## config.mk

```make
export PLATFORM = sky130hd
export DESIGN_NAME = arb2_sel
export DESIGN_NICKNAME = d
export VERILOG_FILES = /design/src/rtl/arb2_pkg.sv /design/src/rtl/arb2_grant.sv /design/src/rtl/arb2_sel.sv
export SDC_FILE = /design/constraint.sdc
export NUM_CORES = 1
export LEC_CHECK = 0
export ABC_AREA = 0
export CAP_MARGIN = 20
export CORE_MARGIN = 2
export CORE_UTILIZATION = 37
export DETAILED_ROUTE_END_ITERATION = 6
export PLACE_DENSITY_LB_ADDON = 0.3
export SYNTH_ARGS = -nofsm -noshare
export SYNTH_HDL_FRONTEND = slang
export SYNTH_SLANG_ARGS = --single-unit
```

## constraint.sdc

```tcl
create_clock -name clk -period 1.66 [get_ports clk]
set_input_delay 0.332 -clock clk [delete_from_list [all_inputs] [get_ports clk]]
set_output_delay 0.332 -clock clk [all_outputs]
set_load 0.005 [all_outputs]
```

## src/rtl/arb2_pkg.sv

```systemverilog
// Shared types and constants for the two-source arbiter/selector.
package arb2_pkg;

    typedef enum logic {
        EMPTY = 1'b0,
        FULL  = 1'b1
    } state_t;

    // Source encoding matches the downstream mux select polarity.
    localparam logic SRC0 = 1'b1;
    localparam logic SRC1 = 1'b0;

    localparam int DEFAULT_WIDTH = 8;

endpackage

```

## src/rtl/arb2_grant.sv

```systemverilog
// Combinational grant for two sources; round-robin on ties unless ARB2_FIXED_PRIO_EN
// is defined, in which case source 0 always wins.
module arb2_grant
    import arb2_pkg::*;
(
    input  logic       valid0,
    input  logic       valid1,
`ifndef ARB2_FIXED_PRIO_EN
    input  logic       last_gnt,
`endif
    output logic [1:0] gnt
);

    always_comb begin
        gnt = 2'b00;
        if (valid0 && valid1) begin
`ifdef ARB2_FIXED_PRIO_EN
            gnt = 2'b01;
`else
            // Tie: the source not served last goes next.
            gnt = (last_gnt == SRC1) ? 2'b01 : 2'b10;
`endif
        end else if (valid0) begin
            gnt = 2'b01;
        end else if (valid1) begin
            gnt = 2'b10;
        end
    end

endmodule

```

## src/rtl/arb2_sel.sv

```systemverilog
// Two-source arbiter feeding a one-entry output register with ready/valid handshake.
// Optional fixed-priority build: define ARB2_FIXED_PRIO_EN.
module arb2_sel
    import arb2_pkg::*;
#(
    parameter int WIDTH = DEFAULT_WIDTH
) (
    input  logic             clk,
    input  logic             rst_n,
    input  logic [WIDTH-1:0] in0,
    input  logic             in0_valid,
    output logic             in0_ready,
    input  logic [WIDTH-1:0] in1,
    input  logic             in1_valid,
    output logic             in1_ready,
    output logic [WIDTH-1:0] out,
    output logic             sel,
    output logic             out_valid,
    input  logic             out_ready
);

    state_t     state;
    state_t     state_next;
    logic       load_ok;
    logic       accept;
    logic [1:0] gnt;

`ifdef ARB2_FIXED_PRIO_EN
    arb2_grant u_grant (
        .valid0 (in0_valid),
        .valid1 (in1_valid),
        .gnt    (gnt)
    );
`else
    logic last_gnt;

    arb2_grant u_grant (
        .valid0   (in0_valid),
        .valid1   (in1_valid),
        .last_gnt (last_gnt),
        .gnt      (gnt)
    );

    always_ff @(posedge clk or negedge rst_n) begin
        if (!rst_n) begin
            last_gnt <= SRC1;
        end else if (accept) begin
            last_gnt <= gnt[0] ? SRC0 : SRC1;
        end
    end
`endif

    // Readies are gated by rst_n so nothing is offered while reset is held.
    assign load_ok   = (state == EMPTY) || out_ready;
    assign in0_ready = rst_n && load_ok && gnt[0];
    assign in1_ready = rst_n && load_ok && gnt[1];
    assign accept    = in0_ready || in1_ready;
    assign out_valid = (state == FULL);

    always_ff @(posedge clk or negedge rst_n) begin
        if (!rst_n) begin
            state <= EMPTY;
        end else begin
            state <= state_next;
        end
    end

    always_comb begin
        state_next = state;
        case (state)
            EMPTY: if (accept) state_next = FULL;
            FULL:  if (out_ready && !accept) state_next = EMPTY;
            default: state_next = EMPTY;
        endcase
    end

    always_ff @(posedge clk or negedge rst_n) begin
        if (!rst_n) begin
            out <= '0;
            sel <= 1'b0;
        end else if (accept) begin
            out <= gnt[0] ? in0 : in1;
            sel <= gnt[0] ? SRC0 : SRC1;
        end
    end

endmodule

```

## Word level (Yosys, flattened, before mapping)

Cells that the tools add are included.

| word-level totals | value |
|---|---|
| flip-flop bits (word level) | 10 |
| input bits | 21 |
| output and inout port bits | 12 |
| logic and storage cells | 21 |

| operators by class | value |
|---|---|
| muxes and demuxes | 9 |
| bitwise gates (word level) | 1 |
| reduce and logical (&&, ||, !) cells | 8 |

Operators with widths:

| cell | number |
|---|---|
| 2-bit 2-to-1 mux | 4 |
| 8-bit 2-to-1 mux | 1 |
| 1-bit logical AND | 5 |
| 1-bit 2-to-1 mux | 3 |
| 1-bit logical OR | 2 |
| 1-bit one-hot mux with 2 select lines | 1 |
| 1-bit zero test | 1 |
| 1-bit inverter | 1 |

## Logic depth before layout (Yosys ltp)

| depth | value |
|---|---|
| depth after elaboration | 9 |
| gate-level depth with buffers | 4 |
| depth with buffers taken out | 3 |

## Hierarchy

Synthesis repeated with hierarchy kept, for this count alone.

| unflattened totals | value |
|---|---|
| cell total of the unflattened synthesis | 37 |
| area, all modules | 516.7 µm² |

Modules (own cells, without submodules):

| module | instances | cells an instance | area each (µm²) | sequential area each (µm²) |
|---|---|---|---|---|
| arb2_sel | 1 | 34 | 498.0 | 250.2 |
| arb2_grant | 1 | 3 | 18.8 | 0.0 |

## Least setup slack after synthesis

Ideal clock, no wire load.

| path | value |
|---|---|
| path type | register to output |
| start point | reg last_gnt |
| end point | out in0_ready |
| data arrival time | 0.843 ns |
| path slack | 0.485 ns |
| stages on the path, launching flop included | 4 |
| path buffers | 1 |
| cells stage by stage | dfrtp_1 -> a21bo_1 -> buf_6 -> nor2_1 |

| between the ends | value |
|---|---|
| cells in the longest elaborated chain, start to end | 3 |

Ends and longest elaborated chain:

| element | line | text |
|---|---|---|
| from (decl) | arb2_sel.sv:35 | `logic last_gnt;` |
| from (signal assigned) | arb2_sel.sv:48 | `last_gnt <= gnt[0] ? SRC0 : SRC1;` |
| 2-bit 2-to-1 mux | arb2_grant.sv:21 | `gnt = (last_gnt == SRC1) ? 2'b01 : 2'b10;` |
| 2-bit 2-to-1 mux | arb2_grant.sv:16 | `if (valid0 && valid1) begin` |
| 1-bit logical AND | arb2_sel.sv:55 | `assign in0_ready = rst_n && load_ok && gnt[0];` |
| to (decl) | arb2_sel.sv:12 | `output logic in0_ready,` |

Every way passes these cells.

## Worst setup path after layout

| path | value |
|---|---|
| start point | in out_ready |
| end point | out in1_ready |

| between the ends | value |
|---|---|
| cells in the longest elaborated chain, start to end | 3 |

Ends and longest elaborated chain:

| element | line | text |
|---|---|---|
| from (decl) | arb2_sel.sv:19 | `input logic out_ready` |
| 1-bit logical OR | arb2_sel.sv:54 | `assign load_ok = (state == EMPTY) \|\| out_ready;` |
| 1-bit logical AND (2 in series) | arb2_sel.sv:56 | `assign in1_ready = rst_n && load_ok && gnt[1];` |
| to (decl) | arb2_sel.sv:15 | `output logic in1_ready,` |

Every way passes these cells.

==> run metrics <==
status=complete, no violations; CP max stage delay=460 ps; Finish-stage setup viols=0; Port Buffers=32; Leak=0.000387 µW; post-synthesis simple-gate area fraction=8.85%; # clock sinks=10; Crit. End Element=output pin; drt first pass iters=1; wire per inst=13.9 µm; Mapped Cells=43; Die H=41.1 µm; Syn-to-layout area delta=75.9%; WP depth=5; reg2reg path depth=4; RSZ-0062 raised after global routing=no; sequential area share after synthesis=49.1%; CTS Buf Count=3; yosys warns=0; I/O pin count=33; global-route wire length before repair=2.05 mm; slowest cell on the critical path=clkdlybuf4s50_1; pin count of the biggest net entering global routing=15; CP delay by family, top=buffers and inverters; Max Clock Freq=0.617 GHz; Synth cell types=16; antenna-violating nets left=0; DR vias/cell=5.25; post-synthesis xor/xnor area fraction=0%; core area=0.00130 mm²; Post-Syn Area=~510 µm²; Layout Skew=~0.52 ps; commonest cells after routing, fill and taps aside=clkdlybuf4s50_1 (28), dfrtp_1 (10), o32ai_1 (8), a2bb2oi_1 (8), buf_4 (7); gr usage total=20.5%; H-tree Lvls=1; max-slew violation count=0; Worst Setup SP=out_ready; share of cells above drive strength 1=19.5%; setup bufs post-CTS=0; GRT Residual Overflow=0; Tot Pwr=around 840 µW; Yosys reg bits=10; worst slew pin tran=309 ps; R2R setup slack=490 ps; vias in the first global route=476; Core Util, Final=68.8%; DRC Markers=0; largest family of logic cells by synthesized area=compound AO/OA/AOI/OAI gates; Worst-path clk slew=approximately 60 ps; clk buf depth=2; max_cap viols=0; reg-to-reg endpoint=last_gnt; VDD IR max=661 µV; gpl congestion=0.630; die area=approximately 0.0017 mm²; later-pin clock latency in the skew report=270 ps; Hold Path Class=in2async; WP buf/inv=2; # fillers=110; Std-Cell Rows=13; post-synthesis adder-cell area fraction=0%; post-synthesis mux area share=0%; post-detail-place hpwl=996 µm; fin nets=between 100 and 150; routed wire length=about 1.3 mm; CP Class=in2out; synthesized net count=64; post-synthesis compound-gate area fraction=34.9%; Final period util=97.6%; Req. time, crit path=1330 ps; 1st-iter DRT viols=0; crit path launch type=primary input; Arr. time, crit path=about 1300 ps; worst relative slew slack=79.4%; FF-to-FF Start=out_valid; Initial Utilization=39.1%; antenna violations before repair=0; capture point of the worst path=in1_ready; final-report hold violation count=0; Vias=509; # diodes=0; worst path cell trace=clkdlybuf4s50_1 > nand2b_4 > nand2_1 > nor3_1 > buf_2; power density over the cells=935 mW/mm²; clock root buffer=clkbuf_4; CTS tree=built; crit path time final=1620 ps; syn_area_per_cell=approximately 12 µm²; CP Max Fanout=2; most common cell after layout, fill and taps aside=clkdlybuf4s50_1; die width=41.1 µm
[worst register-to-register path, cell delays in order, from the launching register on]
cell and delay [ps]:
dfrtp_1 410, nand2b_4 80, buf_4 120, and2_1 310, a31oi_1 140
[layer usage]
layer / vias up / wire length (µm) / track usage [%]
li1: 255 / - / -
met1: 237 / 598 / 24.2
met2: 15 / 658 / 29.7
met3: 2 / 73 / 11.4
met4: 0 / 14 / 9.68
met5: - / 0 / 0
[what timing repair did]
action	CTS	global route
hold buffers	0	0
setup endpoints to repair	2	1
pin swaps	1	1
gates resized for setup	8	2
[layout make-up]
type	count	area, µm²	share of cell area (%)
Clock buffer	4	36.3	4.05
Inverter	1	3.75	0.419
Multi-Input combinational cell	28	223	24.9
Sequential cell	10	250	27.9
Tap cell	15	18.8	2.09
Timing Repair Buffer	39	364	40.6
[worst min-delay path by stage]
stage | start | endpoint | slack [ps] | cells past startpoint
6_report | rst_n | out_valid | 400 | 2
5_1_grt | rst_n | out_valid | 410 | 2
4_1_cts | rst_n | out_valid | 390 | 2
3_5_place_dp | out[1] | out[1] | 530 | 1
3_3_place_gp | out[3] | out[3] | 530 | 1
2_1_floorplan | rst_n | last_gnt | 40 | 0
[where the power goes]
part / leakage [µW] / internal [µW] / switching, µW
Clock: 0.0000210 / 134 / 88.4
Combinational: 0.000256 / 198 / 95.5
Sequential: 0.000109 / 291 / 31.8
[through the flow]
step / hold WS (ps) / std cells / setup TNS [ps] / worst slack [ps] / instance area [µm²]
2_1_floorplan: 36.4 / 43 / 0 / 485 / 509
3_5_place_dp: 530 / 93 / -621 / -328 / 868
6_report: 397 / 97 / 0 / 40.5 / 896
3_3_place_gp: 529 / 93 / -647 / -339 / 868
4_1_cts: 394 / 97 / 0 / 27.3 / 900
5_1_grt: 406 / 97 / 0 / 12.9 / 896
[synth_stat cells]
cell,number,area [µm²]
a21bo_1,1,10.0
a2bb2oi_1,8,70.1
a31oi_1,2,12.5
and2_1,1,6.26
buf_2,2,10.0
buf_6,2,22.5
dfrtp_1,10,250
inv_2,1,3.75
nand2_1,2,7.51
nand2b_4,1,13.8
nor2_1,1,3.75
nor2b_2,1,8.76
nor3_1,1,5.00
o211a_1,1,10.0
o21ai_0,1,5.00
o32ai_1,8,70.1
[sequential cells by signal, summed over array words and instances (netlist names)]
register   cells
last_gnt       1
out            8
out_valid      1
[logic make-up after synthesis]
kind of cell / after synthesis
DFF: 10
and+or+nand+nor: 7
AOI/OAI and AO/OA: 21
buffers and inverters: 5
Note: power is estimated with default switching activity, not from simulation.
